===== src/rtl/board_draw_scheduler_pkg.sv =====
// board_draw_scheduler_pkg: shared Othello cell encodings, board sizes and scheduler FSM types
package board_draw_scheduler_pkg;
    localparam logic [1:0] CELL_EMPTY  = 2'd0;
    localparam logic [1:0] CELL_BLACK  = 2'd1;
    localparam logic [1:0] CELL_WHITE  = 2'd2;
    localparam logic [1:0] CELL_HILITE = 2'd3;
    localparam int BOARD_DIM = 8;
    localparam int NUM_CELLS = BOARD_DIM * BOARD_DIM;
    typedef enum logic [2:0] {ST_IDLE, ST_ISSUE, ST_WAIT, ST_NEXT, ST_FIN} state_t;
    typedef enum logic {MODE_FULL, MODE_CELL} mode_t;
endpackage


===== src/rtl/board_cell_coord.sv =====
// board_cell_coord: maps a cell index to the top-left pixel of that cell
//   idx [5:0] in  : cell index, [5:3]=row, [2:0]=col
//   x   [7:0] out : ORIGIN_X + PITCH*col
//   y   [6:0] out : ORIGIN_Y + PITCH*row (7-bit result, max 100)
module board_cell_coord #(
    parameter int ORIGIN_X = 9,
    parameter int ORIGIN_Y = 9,
    parameter int PITCH    = 13
) (
    input  logic [5:0] idx,
    output logic [7:0] x,
    output logic [6:0] y
);
    assign x = 8'(ORIGIN_X) + 8'(PITCH) * {5'd0, idx[2:0]};
    assign y = 7'(ORIGIN_Y) + 7'(PITCH) * {4'd0, idx[5:3]};
endmodule


===== src/rtl/board_draw_scheduler.sv =====
// board_draw_scheduler: sequences the cell-plot engine for full-board redraws and single-cell updates
//   clock, resetn            : clock, asynchronous active-low reset
//   board[127:0]             : cell states, cell i at board[2i+1:2i]
//   redraw_req               : pulse, request a full 64-cell pass
//   cell_req, cell_idx[5:0]  : single-cell request, accepted while cell_ready=1
//   cell_ready               : no single-cell request pending
//   plot_start/x/y/select    : engine command, coords and state held until plot_done
//   plot_done                : engine finished current cell
//   busy, redraw_done, cell_done : status and completion pulses
module board_draw_scheduler
    import board_draw_scheduler_pkg::*;
#(
    parameter int ORIGIN_X = 9,
    parameter int ORIGIN_Y = 9,
    parameter int PITCH    = 13
) (
    input  logic         clock,
    input  logic         resetn,
    input  logic [127:0] board,
    input  logic         redraw_req,
    input  logic         cell_req,
    input  logic [5:0]   cell_idx,
    output logic         cell_ready,
    output logic         plot_start,
    output logic [7:0]   plot_x,
    output logic [6:0]   plot_y,
    output logic [1:0]   plot_select,
    input  logic         plot_done,
    output logic         busy,
    output logic         redraw_done,
    output logic         cell_done
);
    state_t      state_q, state_d;
    mode_t       mode_q, mode_d;
    logic [5:0]  idx_q, idx_d;
    logic [5:0]  cell_idx_q, cell_idx_d;
    logic        redraw_pend_q, redraw_pend_d;
    logic        cell_pend_q, cell_pend_d;
    logic        plot_start_q, plot_start_d;
    logic [7:0]  plot_x_q, plot_x_d;
    logic [6:0]  plot_y_q, plot_y_d;
    logic [1:0]  plot_select_q, plot_select_d;
    logic        busy_q, busy_d;
    logic        redraw_done_q, redraw_done_d;
    logic        cell_done_q, cell_done_d;
    logic        take_redraw, issue, fin_full, fin_cell, cell_accept;
    logic [7:0]  cell_x;
    logic [6:0]  cell_y;

    // Coordinates are computed for the index being entered, so they are registered on entry to ISSUE
    board_cell_coord #(.ORIGIN_X(ORIGIN_X), .ORIGIN_Y(ORIGIN_Y), .PITCH(PITCH)) u_coord (
        .idx (idx_d),
        .x   (cell_x),
        .y   (cell_y)
    );

    always_comb begin
        state_d     = state_q;
        mode_d      = mode_q;
        idx_d       = idx_q;
        take_redraw = 1'b0;
        unique case (state_q)
            ST_IDLE: begin
                if (redraw_pend_q) begin
                    take_redraw = 1'b1;
                    mode_d      = MODE_FULL;
                    idx_d       = 6'd0;
                    state_d     = ST_ISSUE;
                end else if (cell_pend_q) begin
                    mode_d  = MODE_CELL;
                    idx_d   = cell_idx_q;
                    state_d = ST_ISSUE;
                end
            end
            ST_ISSUE: state_d = ST_WAIT;
            ST_WAIT:  if (plot_done) state_d = (mode_q == MODE_FULL && idx_q != 6'(NUM_CELLS - 1)) ? ST_NEXT : ST_FIN;
            ST_NEXT: begin
                idx_d   = idx_q + 6'd1;
                state_d = ST_ISSUE;
            end
            ST_FIN:   state_d = ST_IDLE;
            default:  state_d = ST_IDLE;
        endcase
        fin_full      = state_q == ST_FIN && mode_q == MODE_FULL;
        fin_cell      = state_q == ST_FIN && mode_q == MODE_CELL;
        // A redraw_req arriving as the pending one is taken starts a fresh request
        redraw_pend_d = redraw_req | (redraw_pend_q & ~take_redraw);
        // cell_pend is never set and cleared in one cycle: acceptance needs it low, clearing needs it high
        cell_accept   = cell_req & ~cell_pend_q;
        cell_pend_d   = cell_accept | (cell_pend_q & ~fin_cell);
        cell_idx_d    = cell_accept ? cell_idx : cell_idx_q;
        issue         = state_d == ST_ISSUE;
        plot_start_d  = issue;
        plot_x_d      = issue ? cell_x : plot_x_q;
        plot_y_d      = issue ? cell_y : plot_y_q;
        plot_select_d = issue ? board[{idx_d, 1'b0} +: 2] : plot_select_q;
        busy_d        = state_d != ST_IDLE;
        redraw_done_d = fin_full;
        cell_done_d   = fin_cell;
    end

    always_ff @(posedge clock or negedge resetn) begin
        if (!resetn) begin
            state_q       <= ST_IDLE;
            mode_q        <= MODE_FULL;
            idx_q         <= 6'd0;
            cell_idx_q    <= 6'd0;
            redraw_pend_q <= 1'b0;
            cell_pend_q   <= 1'b0;
            plot_start_q  <= 1'b0;
            plot_x_q      <= 8'd0;
            plot_y_q      <= 7'd0;
            plot_select_q <= 2'd0;
            busy_q        <= 1'b0;
            redraw_done_q <= 1'b0;
            cell_done_q   <= 1'b0;
        end else begin
            state_q       <= state_d;
            mode_q        <= mode_d;
            idx_q         <= idx_d;
            cell_idx_q    <= cell_idx_d;
            redraw_pend_q <= redraw_pend_d;
            cell_pend_q   <= cell_pend_d;
            plot_start_q  <= plot_start_d;
            plot_x_q      <= plot_x_d;
            plot_y_q      <= plot_y_d;
            plot_select_q <= plot_select_d;
            busy_q        <= busy_d;
            redraw_done_q <= redraw_done_d;
            cell_done_q   <= cell_done_d;
        end
    end

    assign cell_ready  = ~cell_pend_q;
    assign plot_start  = plot_start_q;
    assign plot_x      = plot_x_q;
    assign plot_y      = plot_y_q;
    assign plot_select = plot_select_q;
    assign busy        = busy_q;
    assign redraw_done = redraw_done_q;
    assign cell_done   = cell_done_q;
endmodule

===== config.mk =====
export PLATFORM = sky130hd
export DESIGN_NAME = board_draw_scheduler
export DESIGN_NICKNAME = d
export VERILOG_FILES = /design/src/rtl/board_draw_scheduler_pkg.sv /design/src/rtl/board_cell_coord.sv /design/src/rtl/board_draw_scheduler.sv
export SDC_FILE = /design/constraint.sdc
export NUM_CORES = 1
export LEC_CHECK = 0
export BUFFER_PORTS_ARGS = -buffer_cell sky130_fd_sc_hd__buf_2
export CORE_UTILIZATION = 35
export DETAILED_ROUTE_END_ITERATION = 6
export GPL_TIMING_DRIVEN = 1
export PLACE_DENSITY = 0.71
export SETUP_SLACK_MARGIN = 0.02
export SYNTH_ARGS = -nofsm -noshare
export SYNTH_HDL_FRONTEND = slang
export SYNTH_SLANG_ARGS = --single-unit

===== constraint.sdc =====
create_clock -name clock -period 7.8 [get_ports clock]
set_clock_uncertainty 0.1 [all_clocks]
set_input_delay 1.56 -clock clock [delete_from_list [all_inputs] [get_ports clock]]
set_output_delay 1.56 -clock clock [all_outputs]
set_load 0.005 [all_outputs]

==> reports/qor.tcl <==
set qor(timing_worst_setup_path_type) {reg -> reg}
set qor(grt_pass1_wl_mm) 16.4
set qor(dpl.hpwl_mm) 8.44
set qor(yosys_register_bits) 39
set qor(totalNegativeSetupSlack_ns) 0
set qor(finalCriticalPeriod_ns) 4.14
set qor(placementRows) 36
set qor(via_per_inst) 5.43
set qor(yosys_warnings) 0
set qor(start_kind) {flop}
set qor(hold_path_class) {reg -> reg}
set qor(final.period_utilization) 0.530
set qor(grt_overflow_total) 0
set qor(category_of_the_worst_setup_path_capture_point) {flop}
set qor(drc) 0
set qor(area.growth.synth_to_final_pct) 25.0
set qor(wl_mm) 11.0
set qor(floorplan.die_area_um2) 10500
set qor(max_cap_viol_count) 0
set qor(synth_cells) 404
set qor(vias_in_the_first_global_route) 3385
set qor(layout_common_cells) {160 x buf_2, 68 x nand2_1, 39 x dfrtp_1}
set qor(numClockSinks) 39
set qor(syn_nets) 560
set qor(initial_utilization) 0.362
set qor(postCtsSetupBuffers) 0
set qor(place.port_buffers) 160
set qor(dieHeight_um) 103
set qor(htree_levels) 2
set qor(tightestPinTransition_ns) 0.867
set qor(antenna_violations_before_repair) 0
set qor(fp.dieW_um) 103
set qor(ys_types) 74
set qor(cts.clk_slew.worst_paths_ns) 0.09
set qor(fmaxAchievable_mhz) 242
set qor(cts_resized) 0
set qor(yosysSeqAreaShare) 0.276
set qor(worst_slack_at_placement_ns) 3.71
set qor(finalHoldViolations) 0
set qor(dr.first_iter.drc_count) 186
set qor(grt_util_all_layers) 0.201
set qor(outcome) {complete, no violations}
set qor(timing.critical_path.arrival_ns) 4.18
set qor(firstDrtPassIters) 4
set qor(timing.slew.headroom) 0.422
set qor(timing.hold.ws_ns) 0.377
set qor(synth-edff-count) 0
set qor(final_critical_path_setup_slack_ns) 3.66
set qor(pin_count) 161
set qor(grt_max_degree) 42
set qor(synth-main-ff-cell) {dfrtp_1}
set qor(core_area_um2) 9770
set qor(most_frequent_standard_cell_in_the_layout_excluding_fill_and_tap_cells) {buf_2}
set qor(detailroute.via_count) 3677
set qor(post-route-util) 0.453
set qor(design.final.nets) 699
set qor(clock_latency_on_the_worst_skew_pair_ns) 0.29
set qor(grt_setup_unrepaired) {no}
set qor(ctsRootBufferMaster) {clkbuf_8}
set qor(synth-async-reset-ratio) 1.00
set qor(cts.hold.buffers_added) 0
set qor(setup_viol_count_final) 0
set qor(final_layout_size_suffix_gt1_frac) 0.382
set qor(power_leakage_nw) 2.09
set qor(vdd_drop_max_uv) 178
set qor(gpl.final_weighted_congestion) 0.978
set qor(crit_required_ns) 7.84
set qor(syn_area_per_cell_um2) 8.76
set qor(worst-path-max-fanout) 37
set qor(slew_viol_final) 0
set qor(ctsLongestPathBuffers) 2
set qor(post_synth_instance_area_um2) 3540
set qor(route.detailed.wl_per_inst_um) 16.2
set qor(numCtsBuffers) 5
set qor(p_per_area_nw_per_um2) 382
set qor(final_ant_viol_nets) 0
set qor(cts_tree) {yes}
set qor(antenna-diode-count) 0
## where the power goes
part,internal (W),switching [W]
Sequential,0.000289,0.0000895
Combinational,0.000464,0.000710
Clock,0.0000623,0.0000747
Total,0.000815,0.000874
## sequential cells by signal, indices dropped and copies added, names as in the netlist
name           count
plot_x             8
plot_y             7
cell_idx_q         6
idx_q              6
state_q            3
plot_select        2
busy               1
cell_done          1
cell_pend_q        1
mode_q             1
plot_start         1
redraw_done        1
redraw_pend_q      1
## metal layers
metal  wire (µm)  track usage
met1        4820        0.268
met2        5350        0.335
met3         687       0.0420
met4         116       0.0396
met5           0            0
## critical path, stage by stage (launching register included)
cell	delay [ns]
dfrtp_1	0.58
nor4_4	0.52
a22oi_1	0.18
o21a_1	0.37
inv_2	0.62
ha_1	0.30
inv_1	0.07
fa_1	0.39
xnor2_1	0.17
o41ai_1	0.43
xnor2_1	0.16
o21ai_0	0.08
## path summary, 6_finish.rpt
| path | from | endpoint | slack (ns) | cells after the start |
|---|---|---|---|---|
| worst max-delay path | state_q[2] | plot_x[6] | 3.66 | 11 |
| worst min-delay path | plot_x[2] | plot_x[2] | 0.38 | 2 |
| worst max register to register | state_q[2] | plot_x[6] | 3.66 | 11 |
| worst min register to register | plot_x[2] | plot_x[2] | 0.38 | 2 |
| max in group asynchronous | resetn | plot_select[0] | 5.77 | 1 |
| min in group asynchronous | resetn | cell_done | 1.28 | 1 |
## cells in the mapped netlist (3+ instances only)
library cell	instances	area share
nand2_1	68	0.072
dfrtp_1	39	0.28
mux2i_1	24	0.068
nand3_1	21	0.030
mux2_2	20	0.064
inv_1	16	0.017
ha_1	15	0.053
o21ai_0	14	0.020
buf_2	13	0.018
a21oi_1	12	0.017
nand4_1	10	0.018
o211ai_1	9	0.019
and3_1	8	0.014
nor2_1	8	0.0085
a31oi_1	7	0.012
buf_4	7	0.015
o2111ai_1	7	0.017
clkbuf_1	6	0.0064
nor4_1	6	0.011
a22oi_1	5	0.011
xor2_1	5	0.012
nor3_1	4	0.0057
a211oi_1	3	0.0064
a311oi_1	3	0.0074
a41oi_1	3	0.0074
buf_6	3	0.0095
nand2b_1	3	0.0053
or3_1	3	0.0053
xnor2_1	3	0.0074
## stage by stage
step,cells,instance area [µm²],total power (W)
after floorplan,404,3540,0.00129
after global placement,669,4340,0.00153
after detailed placement,669,4340,0.00155
after CTS,677,4430,0.00169
after global routing,677,4430,0.00184
final,677,4430,0.00169
## kinds of logic (layout without fill, tap and decap cells)
logic type,after synthesis,after routing,share of synthesized area
AO/OA/AOI/OAI,100,100,0.214
XOR/XNOR,8,8,0.0198
adder cells (fa/ha/maj),17,17,0.0643
buffers and inverters,51,191,0.0770
flip-flops,39,39,0.276
multiplexers,46,46,0.144
AND/OR/NAND/NOR,143,143,0.205
## layout make-up
class                           instances  area, µm²
Sequential cell                        39        976
Inverter                               20       80.1
Clock buffer                            5       68.8
Fill cell                             997       5350
Timing Repair Buffer                  163        823
Multi-Input combinational cell        314       2290
Tap cell                              133        166
Clock inverter                          3       20.0
No activity file was read; power rests on OpenSTA's default activity.
